==> config.mk <==
export PLATFORM = sky130hd
export DESIGN_NAME = uart_tx_queue_flat
export DESIGN_NICKNAME = d
export VERILOG_FILES = /design/src/rtl/uart_tx_queue_pkg.sv /design/src/rtl/uart_tx_queue_if.sv /design/src/rtl/uart_tx_queue_fifo.sv /design/src/rtl/uart_tx_queue.sv /design/src/flat_wrapper.sv
export SDC_FILE = /design/constraint.sdc
export NUM_CORES = 1
export LEC_CHECK = 0
export BUFFER_PORTS_ARGS = -buffer_cell sky130_fd_sc_hd__buf_4
export CAP_MARGIN = 5
export CELL_PAD_IN_SITES_DETAIL_PLACEMENT = 2
export CELL_PAD_IN_SITES_GLOBAL_PLACEMENT = 2
export CORE_ASPECT_RATIO = 2
export CORE_MARGIN = 8
export CORE_UTILIZATION = 38
export CTS_CLUSTER_DIAMETER = 80
export DETAILED_ROUTE_END_ITERATION = 7
export GPL_ROUTABILITY_DRIVEN = 0
export PLACE_DENSITY_LB_ADDON = 0.1
export SYNTH_ARGS = -nofsm -noshare
export SYNTH_HDL_FRONTEND = slang
export SYNTH_HIERARCHICAL = 1
export SYNTH_SLANG_ARGS = --single-unit
==> constraint.sdc <==
create_clock -name clk_50m -period 4 [get_ports clk_50m]
set_input_delay 0.8 -clock clk_50m [delete_from_list [all_inputs] [get_ports clk_50m]]
set_output_delay 0.8 -clock clk_50m [all_outputs]
set_load 0.01 [all_outputs]
==> src/rtl/uart_tx_queue_pkg.sv <==
// Shared definitions for the UART transmit queue.
//   UART_DATA_W  : width of one transmitted character
//   tx_q_state_t : states of the queue-to-transmitter handoff sequencer
package uart_pkg;

    localparam int UART_DATA_W = 8;

    typedef enum logic [1:0] {
        IDLE = 2'd0,   // waiting for a queued byte and an idle transmitter
        REQ  = 2'd1,   // wr_en asserted, waiting for Tx_busy acknowledge
        SEND = 2'd2    // transmitter busy with the byte, waiting for it to finish
    } tx_q_state_t;

endpackage

==> src/rtl/uart_tx_queue_if.sv <==
// Bundle of the user-side push port and the transmitter-side handoff port
// of the UART transmit queue.
//   push/push_data/flush       : user logic -> queue
//   full/empty/count/overflow  : queue status -> user logic
//   data_in/wr_en              : queue -> transmitter
//   Tx_busy                    : transmitter -> queue
// master = user logic plus transmitter, slave = the queue itself.
interface uart_tx_queue_if #(
    parameter int DEPTH = 16
);
    import uart_pkg::*;

    localparam int AW = $clog2(DEPTH);

    logic                   push;
    logic [UART_DATA_W-1:0] push_data;
    logic                   flush;
    logic                   full;
    logic                   empty;
    logic [AW:0]            count;
    logic                   overflow;
    logic [UART_DATA_W-1:0] data_in;
    logic                   wr_en;
    logic                   Tx_busy;

    modport master (
        output push, push_data, flush, Tx_busy,
        input  full, empty, count, overflow, data_in, wr_en
    );

    modport slave (
        input  push, push_data, flush, Tx_busy,
        output full, empty, count, overflow, data_in, wr_en
    );

endinterface

==> src/rtl/uart_tx_queue_fifo.sv <==
// sync_fifo: single-clock circular buffer with registered read.
//   clk, rst_n : clock, synchronous active-low reset
//   push       : enqueue push_data (ignored while full or flushing)
//   pop        : load head into rd_data and advance (ignored while empty)
//   flush      : clear pointers and count; rd_data is left untouched so a
//                byte already handed out stays stable
//   rd_data    : last popped word (registered)
//   full/empty/count : registered occupancy, reflecting the last edge
module sync_fifo #(
    parameter  int W     = 8,
    parameter  int DEPTH = 16,
    localparam int AW    = $clog2(DEPTH)
) (
    input  logic          clk,
    input  logic          rst_n,
    input  logic          push,
    input  logic [W-1:0]  push_data,
    input  logic          pop,
    input  logic          flush,
    output logic [W-1:0]  rd_data,
    output logic          full,
    output logic          empty,
    output logic [AW:0]   count
);

    logic [W-1:0]  mem [DEPTH];
    logic [AW-1:0] wr_ptr_reg, wr_ptr_next;
    logic [AW-1:0] rd_ptr_reg, rd_ptr_next;
    logic [AW:0]   count_reg,  count_next;
    logic          full_reg,   empty_reg;
    logic [W-1:0]  rd_data_reg;
    logic          push_ok, pop_ok;

    // Acceptance uses the registered flags: a push while full is dropped
    // even if a pop frees a slot on the same edge.
    assign push_ok = push && !full_reg && !flush;
    assign pop_ok  = pop  && !empty_reg;

    always_comb begin
        wr_ptr_next = wr_ptr_reg;
        rd_ptr_next = rd_ptr_reg;
        count_next  = count_reg;
        if (flush) begin
            wr_ptr_next = '0;
            rd_ptr_next = '0;
            count_next  = '0;
        end else begin
            // Pointers wrap naturally because DEPTH is a power of two.
            if (push_ok) wr_ptr_next = wr_ptr_reg + AW'(1);
            if (pop_ok)  rd_ptr_next = rd_ptr_reg + AW'(1);
            case ({push_ok, pop_ok})
                2'b10:   count_next = count_reg + (AW+1)'(1);
                2'b01:   count_next = count_reg - (AW+1)'(1);
                default: count_next = count_reg;
            endcase
        end
    end

    // Storage array: no reset so it maps onto block RAM.
    always_ff @(posedge clk) begin
        if (push_ok) begin
            mem[wr_ptr_reg] <= push_data;
        end
    end

    always_ff @(posedge clk) begin
        if (!rst_n) begin
            wr_ptr_reg  <= '0;
            rd_ptr_reg  <= '0;
            count_reg   <= '0;
            full_reg    <= 1'b0;
            empty_reg   <= 1'b1;
            rd_data_reg <= '0;
        end else begin
            wr_ptr_reg <= wr_ptr_next;
            rd_ptr_reg <= rd_ptr_next;
            count_reg  <= count_next;
            full_reg   <= (count_next == (AW+1)'(DEPTH));
            empty_reg  <= (count_next == '0);
            // A pop on a flush edge still delivers the head; the byte is
            // already committed to the transmitter sequencer.
            if (pop_ok) begin
                rd_data_reg <= mem[rd_ptr_reg];
            end
        end
    end

    assign rd_data = rd_data_reg;
    assign full    = full_reg;
    assign empty   = empty_reg;
    assign count   = count_reg;

endmodule

==> src/rtl/uart_tx_queue.sv <==
// uart_tx_queue: byte queue feeding a UART transmitter one byte at a time.
//   clk_50m : system clock
//   rst_n   : synchronous active-low reset
//   bus     : slave side of uart_tx_queue_if (push port, status, and the
//             data_in/wr_en/Tx_busy handoff to the transmitter)
// The sequencer pops a byte only when the transmitter is idle, holds wr_en
// until Tx_busy acknowledges, then waits for Tx_busy to fall before
// returning to IDLE, guaranteeing one idle cycle between bytes.
module uart_tx_queue
    import uart_pkg::*;
#(
    parameter  int DEPTH = 16,
    localparam int AW    = $clog2(DEPTH)
) (
    input  logic            clk_50m,
    input  logic            rst_n,
    uart_tx_queue_if.slave  bus
);

    tx_q_state_t state_reg, state_next;
    logic        pop;
    logic        overflow_reg;

    sync_fifo #(
        .W     (UART_DATA_W),
        .DEPTH (DEPTH)
    ) u_fifo (
        .clk       (clk_50m),
        .rst_n     (rst_n),
        .push      (bus.push),
        .push_data (bus.push_data),
        .pop       (pop),
        .flush     (bus.flush),
        .rd_data   (bus.data_in),
        .full      (bus.full),
        .empty     (bus.empty),
        .count     (bus.count)
    );

    // Sticky drop indicator; flush takes priority so a push coinciding
    // with flush never sets it.
    always_ff @(posedge clk_50m) begin
        if (!rst_n) begin
            overflow_reg <= 1'b0;
        end else if (bus.flush) begin
            overflow_reg <= 1'b0;
        end else if (bus.push && bus.full) begin
            overflow_reg <= 1'b1;
        end
    end

    assign bus.overflow = overflow_reg;

    always_ff @(posedge clk_50m) begin
        if (!rst_n) begin
            state_reg <= IDLE;
        end else begin
            state_reg <= state_next;
        end
    end

    always_comb begin
        state_next = state_reg;
        pop        = 1'b0;
        bus.wr_en  = 1'b0;
        case (state_reg)
            IDLE: begin
                if (!bus.empty && !bus.Tx_busy) begin
                    pop        = 1'b1;
                    state_next = REQ;
                end
            end
            REQ: begin
                bus.wr_en = 1'b1;
                if (bus.Tx_busy) begin
                    state_next = SEND;
                end
            end
            SEND: begin
                if (!bus.Tx_busy) begin
                    state_next = IDLE;
                end
            end
            default: state_next = IDLE;
        endcase
    end

endmodule
==> src/flat_wrapper.sv <==
// flat-port wrapper written by rule: the top's interface ports become plain ports
module uart_tx_queue_flat import uart_pkg::*;
#(
    parameter  int DEPTH = 16,
    localparam int AW    = $clog2(DEPTH)
)
  (clk_50m, rst_n, bus_push, bus_push_data, bus_flush, bus_Tx_busy, bus_full, bus_empty, bus_count, bus_overflow, bus_data_in, bus_wr_en);
  uart_tx_queue_if #(.DEPTH(DEPTH)) bus_i ();
  input  logic clk_50m;
  input  logic rst_n;
  input wire logic [$bits(bus_i.push)-1:0] bus_push;
  input wire logic [$bits(bus_i.push_data)-1:0] bus_push_data;
  input wire logic [$bits(bus_i.flush)-1:0] bus_flush;
  input wire logic [$bits(bus_i.Tx_busy)-1:0] bus_Tx_busy;
  output wire logic [$bits(bus_i.full)-1:0] bus_full;
  output wire logic [$bits(bus_i.empty)-1:0] bus_empty;
  output wire logic [$bits(bus_i.count)-1:0] bus_count;
  output wire logic [$bits(bus_i.overflow)-1:0] bus_overflow;
  output wire logic [$bits(bus_i.data_in)-1:0] bus_data_in;
  output wire logic [$bits(bus_i.wr_en)-1:0] bus_wr_en;
  assign bus_i.push = bus_push;
  assign bus_i.push_data = bus_push_data;
  assign bus_i.flush = bus_flush;
  assign bus_i.Tx_busy = bus_Tx_busy;
  assign bus_full = bus_i.full;
  assign bus_empty = bus_i.empty;
  assign bus_count = bus_i.count;
  assign bus_overflow = bus_i.overflow;
  assign bus_data_in = bus_i.data_in;
  assign bus_wr_en = bus_i.wr_en;
  uart_tx_queue #(.DEPTH(DEPTH)) u_core (.clk_50m(clk_50m), .rst_n(rst_n), .bus(bus_i));
endmodule
**Word level (Yosys, flattened, before mapping)**

Memory sizes are Yosys's and may differ from the RTL's. A register that Yosys moved wholly into a read port is not among the register bits.
Index checks and enable logic that the tools add are counted.

- Eq/ne operators: 8
- Add/sub/neg operators: 4
- Bitwise logic cells: 1
- Muxes and demuxes: 11
- Reduce and logical (&&, ||, !) cells: 14

Operator list:

| operator | number |
|---|---|
| one-hot mux 5 bit (2 select lines) | 1 |
| adder 4 x 1 -> 4 bit (second input constant) | 2 |
| two-way mux 2 bit | 3 |
| one-hot mux 2 bit (3 select lines) | 1 |
| adder 5 x 1 -> 5 bit (second input constant) | 1 |
| equality test 5 bit (second input constant) | 1 |
| logical AND 1 bit | 5 |
| zero test 1 bit | 5 |
| zero test 5 bit | 1 |
| two-way mux 1 bit | 5 |
| two-way mux 5 bit | 1 |
| subtractor 5 x 1 -> 5 bit (second input constant) | 1 |
| equality test 2 x 1 -> 1 bit (second input constant) | 2 |
| equality test 2 bit (second input constant) | 2 |
| inequality test 2 bit (second input constant) | 2 |
| AND reduction 3 bit | 1 |
| zero test 2 bit | 1 |
| inequality test 2 x 1 -> 1 bit (second input constant) | 1 |
| OR reduction 2 bit | 1 |
| inverter 1 bit | 1 |

- Output and inout bits: 17
- Memories: 1
- Logic and storage cells: 46
- Bits of input ports: 13
- Bits in registers: 18
- RAM bits: 128

Memory list:

| memory | words | bits a word | read ports | clocked after memory_dff | wr ports | RTL line | RTL |
|---|---|---|---|---|---|---|---|
| u_core.u_fifo.mem | 16 | 8 | 1 | 1 | 1 | uart_tx_queue_fifo.sv:26 | `logic [W-1:0] mem [DEPTH];` |

**Logic depth before layout (Yosys ltp)**

Gate-level depths: netlist of the first run.

- Depth in word-level cells: 9
- Gate-level depth with buffers: 11
- Depth with buffers taken out: 10

**By module**

Netlist of the first run, hierarchy kept.

Modules (own cells, without submodules):

| module | cells an instance | instances | area each (um2) | sequential area each (um2) |
|---|---|---|---|---|
| sync_fifo | 342 | 1 | 5,988.2 | 4,304.1 |
| uart_tx_queue | 11 | 1 | 123.9 | 60.1 |

**Least setup slack after synthesis of the first run**

OpenSTA, ideal clock, no wires.

- Path kind: in2reg
- Start: in bus_Tx_busy
- End: reg u_core.u_fifo.empty_reg, in the netlist u_core/u_fifo/empty
- Required time: 3,905 ps
- Cell stages on the path: 11
- Buffers on the path: 1
- Path slack: 1,140 ps
- Arrival time: 2,765 ps
- Cells stage by stage: nor4_1 -> nand2b_1 -> buf_2 -> nor2_4 -> xor2_1 -> ha_1 -> a21oi_1 -> or3b_1 -> a211o_1 -> xnor2_2 -> o311ai_1

- Longest elaborated chain between the ends: 9
- Elaborated cells between the ends (all ways): 10

RTL lines:

| item | RTL line | RTL |
|---|---|---|
| from (decl) | flat_wrapper.sv:14 | `input wire logic [$bits(bus_i.Tx_busy)-1:0] bus_Tx_busy;` |
| zero test 1 bit (*) | uart_tx_queue.sv:68 | `if (!bus.empty && !bus.Tx_busy) begin` |
| logical AND 1 bit (*) | uart_tx_queue.sv:68 |  |
| two-way mux 1 bit (*) | uart_tx_queue.sv:68 |  |
| two-way mux 1 bit (*) | uart_tx_queue.sv:66 | `case (state_reg)` |
| logical AND 1 bit (*) | uart_tx_queue_fifo.sv:37 | `assign pop_ok = pop && !empty_reg;` |
| equality test 2 x 1 -> 1 bit or equality test 2 bit (tied branches) | uart_tx_queue_fifo.sv:51 | `case ({push_ok, pop_ok})` |
| one-hot mux 5 bit (2 select lines) (*) | uart_tx_queue_fifo.sv:51 |  |
| two-way mux 5 bit (*) | uart_tx_queue_fifo.sv:43 | `if (flush) begin` |
| zero test 5 bit (*) | uart_tx_queue_fifo.sv:79 | `empty_reg <= (count_next == '0);` |
| to (signal assigned) | uart_tx_queue_fifo.sv:79 |  |
| to (decl) | uart_tx_queue_fifo.sv:30 | `logic full_reg, empty_reg;` |

Mark *: on every way between the ends. The rest lies on a longest branch, timed or not.
A chain may end at the register's enable or synchronous reset.

**Worst setup path in the final report of the first run**

- Start: in bus_flush
- End: reg u_core.u_fifo.empty_reg, in the netlist u_core/u_fifo/empty

- Longest elaborated chain between the ends: 6
- Elaborated cells between the ends (all ways): 7

RTL lines:

| item | RTL line | RTL |
|---|---|---|
| from (decl) | flat_wrapper.sv:13 | `input wire logic [$bits(bus_i.flush)-1:0] bus_flush;` |
| zero test 1 bit | uart_tx_queue_fifo.sv:36 | `assign push_ok = push && !full_reg && !flush;` |
| logical AND 1 bit | uart_tx_queue_fifo.sv:36 |  |
| equality test 2 x 1 -> 1 bit or equality test 2 bit (tied branches) | uart_tx_queue_fifo.sv:51 |  |
| one-hot mux 5 bit (2 select lines) | uart_tx_queue_fifo.sv:51 |  |
| two-way mux 5 bit (*) | uart_tx_queue_fifo.sv:43 |  |
| zero test 5 bit (*) | uart_tx_queue_fifo.sv:79 |  |

Marks and branches as above.

==> reports/metrics.yaml, run 1 <==
outcome: "completed"
worst_slack_ns: 1.24
cts_tree: "yes"
r2r_cells: 10
fin_crit_ns: 2.76
fin_crit_sh: 0.689
peakVddDrop_mv: 0.285
antenna_left: 0
synth-main-ff-cell: "edfxtp_1"
rrSetupSlack_ns: 1.37
switching_power_mw: 0.662
worstPathRequired_ns: 4.32
synth_top_area_cell: "edfxtp_1"
cap_violations: 0
drv_slew: 0
wirelength_um: 15100
cp-startpoint: "bus_flush"
rsz0062_at_grt: "no"
design_area_um2: 7100
min_path_type: "reg -> reg"
grt_pass1_vias: 3626
drive_gt1_frac: 0.261
yosysUniqueCellTypes: 37
cts_setup_buffers: 0
yosys-top-cells-count: "128 x edfxtp_1, 32 x mux4_2, 26 x dfxtp_1, 25 x a21oi_1, 25 x nor2_1"
finalSetupViolations: 0
p_comb_frac: 0.022
dieHeight_um: 195
row_count: 65
cp-endpoint: "u_core/u_fifo/empty"
syn_area_um2: 6110
ys_ff_latch: 154
critPathArrivalTime_ns: 3.08
r2r_end: "u_core/u_fifo/empty"
largest_reg_flops: 128
core_area_um2: 15800
p_clk_frac: 0.445
dpl.hpwl_um: 10600
synth_edf_count: 128
crit_fanout: 7
p_leak_nw: 2.30
max_slew_margin: 0.423
viasPerCell: 5.36
fmax_mhz: 363
hold_viol: 0
synth_top_area_frac: 0.629
first_pass_iters: 4
design.portCount: 30
path_cells: "buf_4 -> nor3b_4 -> nor2_4 -> xor2_1 -> ha_1 -> o41ai_1 -> nand2_1 -> a211o_1 -> xnor2_2 -> o311ai_1"
fp.dieW_um: 106
drc: 0
antenna_found_initial: 0
syn_to_final_growth_pct: 16.2
ctsResizeCount: 0
clkSinkCount: 154
layout.nets: 410
cts-root-buf: "clkbuf_16"
grt_max_degree: 27
power.total_mw: 3.28
ctsHoldBuffers: 0
cp_slowest_cell: "nor3b_4"
p_seq_frac: 0.533
worstSkewPairLatency_ns: 0.42
seq_area_frac_synth: 0.714
critical_path.endpoint_type: "flip-flop"
numCtsBuffers: 17
critPathKind: "in -> reg"
synth.area.top_cells: "edfxtp_1 63%, mux4_2 12%, dfxtp_1 8.5%"
clk_pin_slew_ns: 0.06
sw_frac_of_total: 0.202
synthCells: 353
yosys.cell_count.top_type: "edfxtp_1"
initialDrtViolationCount: 233
r2r-start: "u_core/state_reg[1]"
start_util: 0.387
clock_path_buffers: 2
globalRouteOverflowTotal: 0
die_area_um2: 20600
worst_slew_pin_slew_ns: 0.863
grt_pass1_wl_um: 22900
synth_area_per_cell_um2: 17.3
htreeDepth: 4
synth_fp_nets: 373
diodes: 0
track_usage: 0.156
wl_per_cell_um: 24.9
startpoint_type: "input port"
fin_worst_skew_ns: 0.0100
dpl_cell_area_um2: 6570
port_buffers: 29
yosysWarnings: 6
num_vias: 3240
synthArstFlopShare: 0
dp_slack_ns: 0.823
cp_slowest_stage_delay_ns: 0.43
setup-tns-final_ns: 0
p_per_area_nw_per_um2: 462
p_int_mw: 2.62
cell usage in the layout (no fill, tap or decap), types with 2 or more instances in the layout:
cell	count
edfxtp_1	128
buf_4	37
mux4_2	32
a21oi_1	25
dfxtp_1	25
nor2_1	25
clkbuf_16	17
a22oi_1	16
nor2b_1	13
nand2_1	11
xor2_1	8
ha_1	7
inv_1	5
nor3_1	5
clkinv_2	4
nand2b_1	4
clkinvlp_4	3
clkbuf_1	3
clkinv_4	3
nor4_1	2
nor3b_1	2
nor4b_2	2
xnor2_1	2
mux2i_1	2
a211o_1	2
o21ai_0	2
nand4_1	2
through the flow:
step,std cells,hold WS (ns),util
final,604,0.507,0.450
after global routing,604,0.536,0.450
after CTS,604,0.514,0.450
after detailed placement,572,0.494,0.416
after global placement,572,0.492,0.416
after floorplan,353,0.468,-
kinds of logic (layout without fill, tap and decap cells):
logic type                 after synthesis  count (layout)  synth area share
buffers and inverters                   24              74            0.0158
AOI/OAI and AO/OA                       49              49            0.0500
xor gates and xnor gates                11              11            0.0170
DFF                                    154             154             0.714
adders and majority gates                7               7            0.0143
muxes                                   35              35             0.123
and+or+nand+nor                         73              73            0.0659
critical path, delay by kind of cell:
family          cells  cell delay (ns)
compound gates      3             0.94
simple gates        3             0.66
xor+xnor            2             0.31
fa+ha+maj           1             0.23
buf+inv             1             0.13
layout make-up:
cell class | count | area [um2]
fill | 1518 | 8670
sequential | 154 | 4370
multi-input combinational | 175 | 1650
clock buffer | 20 | 437
timing repair buffer | 37 | 278
tap | 201 | 251
clock inverter | 12 | 103
inverter | 5 | 18.8
power by group through the flow:
stage / clock network [mW] / registers (mW) / logic [mW]
final: 1.46 / 1.75 / 0.0725
after global routing: 1.55 / 1.75 / 0.0800
after CTS: 1.50 / 1.75 / 0.0758
after detailed placement: 0 / 1.78 / 0.0754
after global placement: 0 / 1.78 / 0.0703
after floorplan: 0 / 1.78 / 0.0264
worst min-delay path by stage:
stage	from	to	slack, ns	cells after the start
floorplan	u_core/state_reg[1]	u_core/state_reg[0]	0.47	1
global placement	u_core/state_reg[1]	u_core/state_reg[0]	0.49	1
detailed placement	u_core/state_reg[1]	u_core/state_reg[0]	0.49	1
CTS	u_core/state_reg[1]	u_core/state_reg[0]	0.51	1
global route	u_core/state_reg[1]	u_core/state_reg[0]	0.54	1
finish	u_core/state_reg[1]	u_core/state_reg[0]	0.51	1
per-layer routing:
layer | global-route usage | vias to the layer above | wire length (um)
met2 | 0.295 | 46 | 8960
met5 | 0 | - | 0
met1 | 0.157 | 1721 | 5400
met3 | 0.0290 | 19 | 329
li1 | - | 1454 | -
met4 | 0.0709 | 0 | 365
Note: power is estimated with default switching activity, not from simulation.
==> run 2: changes to the inputs <==
clock period = 2.25 ns   (was 4 ns; I/O delays follow)
==> reports/metrics.yaml, run 2 (same netlist as run 1, synthesis figures left out) <==
crit_buf_inv: 0  # was 1
seq_area_um2: 4370  # about the same
numCtsBuffers: 17  # unchanged
min_path_type: "in -> reg"  # was reg -> reg
grt_max_degree: 32  # was 27
num_vias: 3398  # was 3240
dpl.hpwl_um: 10700  # was 10600 um
utilization: 0.477  # was 0.450
die_area_um2: 20600  # unchanged
initialDrtViolationCount: 144  # was 233
grt_pass1_vias: 4012  # was 3626
r2r_cells: 10  # unchanged
htreeDepth: 4  # unchanged
layout_commonest_cell: "edfxtp_1"  # unchanged
crit_fanout: 3  # was 7
path_depth: 10  # unchanged
dieHeight_um: 195  # unchanged
fin_crit_ns: 2.42
first_pass_iters: 4  # unchanged
design.portCount: 30  # unchanged
cp_slowest_cell: "or3b_1"  # was nor3b_4
setup-tns-final_ns: -0.448  # was 0 ns
viasPerCell: 5.29  # was 5.36
violations: "negative setup slack"
finalSetupViolations: 3  # was 0
critical_path.endpoint_type: "flip-flop"  # unchanged
drc: 0  # unchanged
drv_slew: 0  # unchanged
fin_hold_ws_ns: 0.223  # was 0.507 ns
p_per_area_nw_per_um2: 816  # was 462 nW/um2
row_count: 65  # unchanged
worst_slack_ns: -0.174  # was 1.24 ns
critPathArrivalTime_ns: 2.75  # was 3.08 ns
r2r_end: "u_core/u_fifo/empty"  # unchanged
clkSinkCount: 154  # unchanged
antenna_found_initial: 0  # unchanged
cp-startpoint: "u_core/state_reg[1]"  # was bus_flush
fin_worst_skew_ns: 0.0110  # was 0.0100 ns
drive_gt1_frac: 0.349  # was 0.261
wirelength_um: 15000  # was 15100 um
path_cells: "nor4_4 -> nand2b_2 -> nor2_4 -> xor2_1 -> ha_2 -> a21oi_2 -> or3b_1 -> a211o_1 -> xnor2_2 -> o311ai_1"  # was buf_4 -> nor3b_4 -> nor2_4 -> xor2_1 -> ha_1 -> o41ai_1 -> nand2_1 -> a211o_1 -> xnor2_2 -> o311ai_1
worstPathRequired_ns: 2.58  # was 4.32 ns
fp.dieW_um: 106  # unchanged
core_area_um2: 15800  # unchanged
cts_tree: "yes"  # unchanged
worst_slew_pin_slew_ns: 0.378  # was 0.863 ns
worstSkewPairLatency_ns: 0.42  # about the same
antenna_left: 0  # unchanged
track_usage: 0.155  # was 0.156
r2r-start: "u_core/state_reg[1]"  # unchanged
peakVddDrop_mv: 0.444  # was 0.285 mV
multi_input_area_um2: 1680  # was 1650 um2
grt_pass1_wl_um: 23300  # was 22900 um
dp_slack_ns: -0.438  # was 0.823 ns
cp-endpoint: "u_core/u_fifo/empty"  # unchanged
layout.nets: 448  # was 410
start_util: 0.387  # unchanged
globalRouteOverflowTotal: 0  # unchanged
outcome: "finished with violations"  # was completed
p_leak_nw: 2.56  # was 2.30 nW
clock_path_buffers: 2  # unchanged
clk_pin_slew_ns: 0.07  # was 0.06 ns
layout_common_cells: "128 x edfxtp_1, 73 x buf_4, 32 x mux4_2, 25 x nor2_1, 24 x a21oi_1"  # was 128 x edfxtp_1, 37 x buf_4, 32 x mux4_2
critPathKind: "reg -> reg"  # was in -> reg
syn_to_final_growth_pct: 23.2  # was 16.2%
cp_slowest_stage_delay_ns: 0.36  # was 0.43 ns
critical-path-top-delay-family: "simple AND/OR/NAND/NOR gates"  # was compound AO/OA/AOI/OAI gates
cts-root-buf: "clkbuf_16"  # unchanged
max_slew_margin: 0.748  # was 0.423
wl_per_cell_um: 23.3  # was 24.9 um
cap_violations: 0  # unchanged
fin_crit_sh: 1.08
largest_reg_flops: 128  # unchanged
diodes: 0  # unchanged
startpoint_type: "flip-flop"  # was input port
fill_cells: 1501  # was 1518
rsz0062_at_grt: "yes"  # was no
rrSetupSlack_ns: -0.17  # was 1.37 ns
fmax_mhz: 413
hold_viol: 0  # unchanged
port_buffers: 29  # unchanged
==> run 2: changes by cell type in the layout (fill, tap and decap cells not counted), moves of 2 or more <==
cell / change
clkbuf_1: -2
dfxtp_2: +3
buf_12: +2
clkinv_2: -2
inv_6: +2
clkinvlp_4: -3
clkbuf_16: +5
dfxtp_1: -3
buf_4: +36
==> run 2: routing by layer <==
| layer | track usage | vias up | wire length (um) |
|---|---|---|---|
| met5 | 0 | - | 0 |
| met2 | 0.308 | 51 | 9260 |
| met4 | 0.0703 | 0 | 286 |
| met1 | 0.143 | 1801 | 5110 |
| met3 | 0.0310 | 14 | 320 |
| li1 | - | 1532 | - |
==> run 2: final cells by class <==
type / instances / share of cell area
timing repair buffer: 75 / 0.0781
inverter: 5 / 0.00249
multi-input combinational: 175 / 0.223
clock buffer: 23 / 0.0736
clock inverter: 9 / 0.00914
sequential: 154 / 0.580
tap: 201 / 0.0334
==> run 2: stage by stage <==
stage	instances	total power [mW]	area (um2)
floorplan	353	3.21	6130
global placement	609	3.30	6880
detailed placement	609	3.30	6880
CTS	642	6.24	7510
global route	642	6.35	7530
finish	642	6.15	7530
==> run 2: worst min path at each step <==
stage	startpoint	to	slack, ns	depth (start not counted)
floorplan	u_core/state_reg[1]	u_core/state_reg[0]	0.48	1
global placement	u_core/u_fifo/rd_data[5]	u_core/u_fifo/rd_data[5]	0.49	2
detailed placement	u_core/u_fifo/rd_data[3]	u_core/u_fifo/rd_data[3]	0.51	2
CTS	bus_Tx_busy	u_core/state_reg[0]	0.18	2
global route	bus_Tx_busy	u_core/state_reg[0]	0.22	2
finish	bus_Tx_busy	u_core/state_reg[0]	0.22	2
==> run 2: power breakdown <==
part | switching (mW) | internal (mW) | total [mW] | leakage [nW]
registers | 0.00704 | 3.10 | 3.10 | 1.36
logic | 0.0846 | 0.0527 | 0.137 | 0.886
clock network | 1.15 | 1.75 | 2.91 | 0.310
==> run 2: timing repair <==
action,4_1_cts,5_1_grt
gates resized for setup,3,3
setup endpoints to repair,3,5
hold buffers,0,0
buffers inserted,1,0
pin swaps,3,0
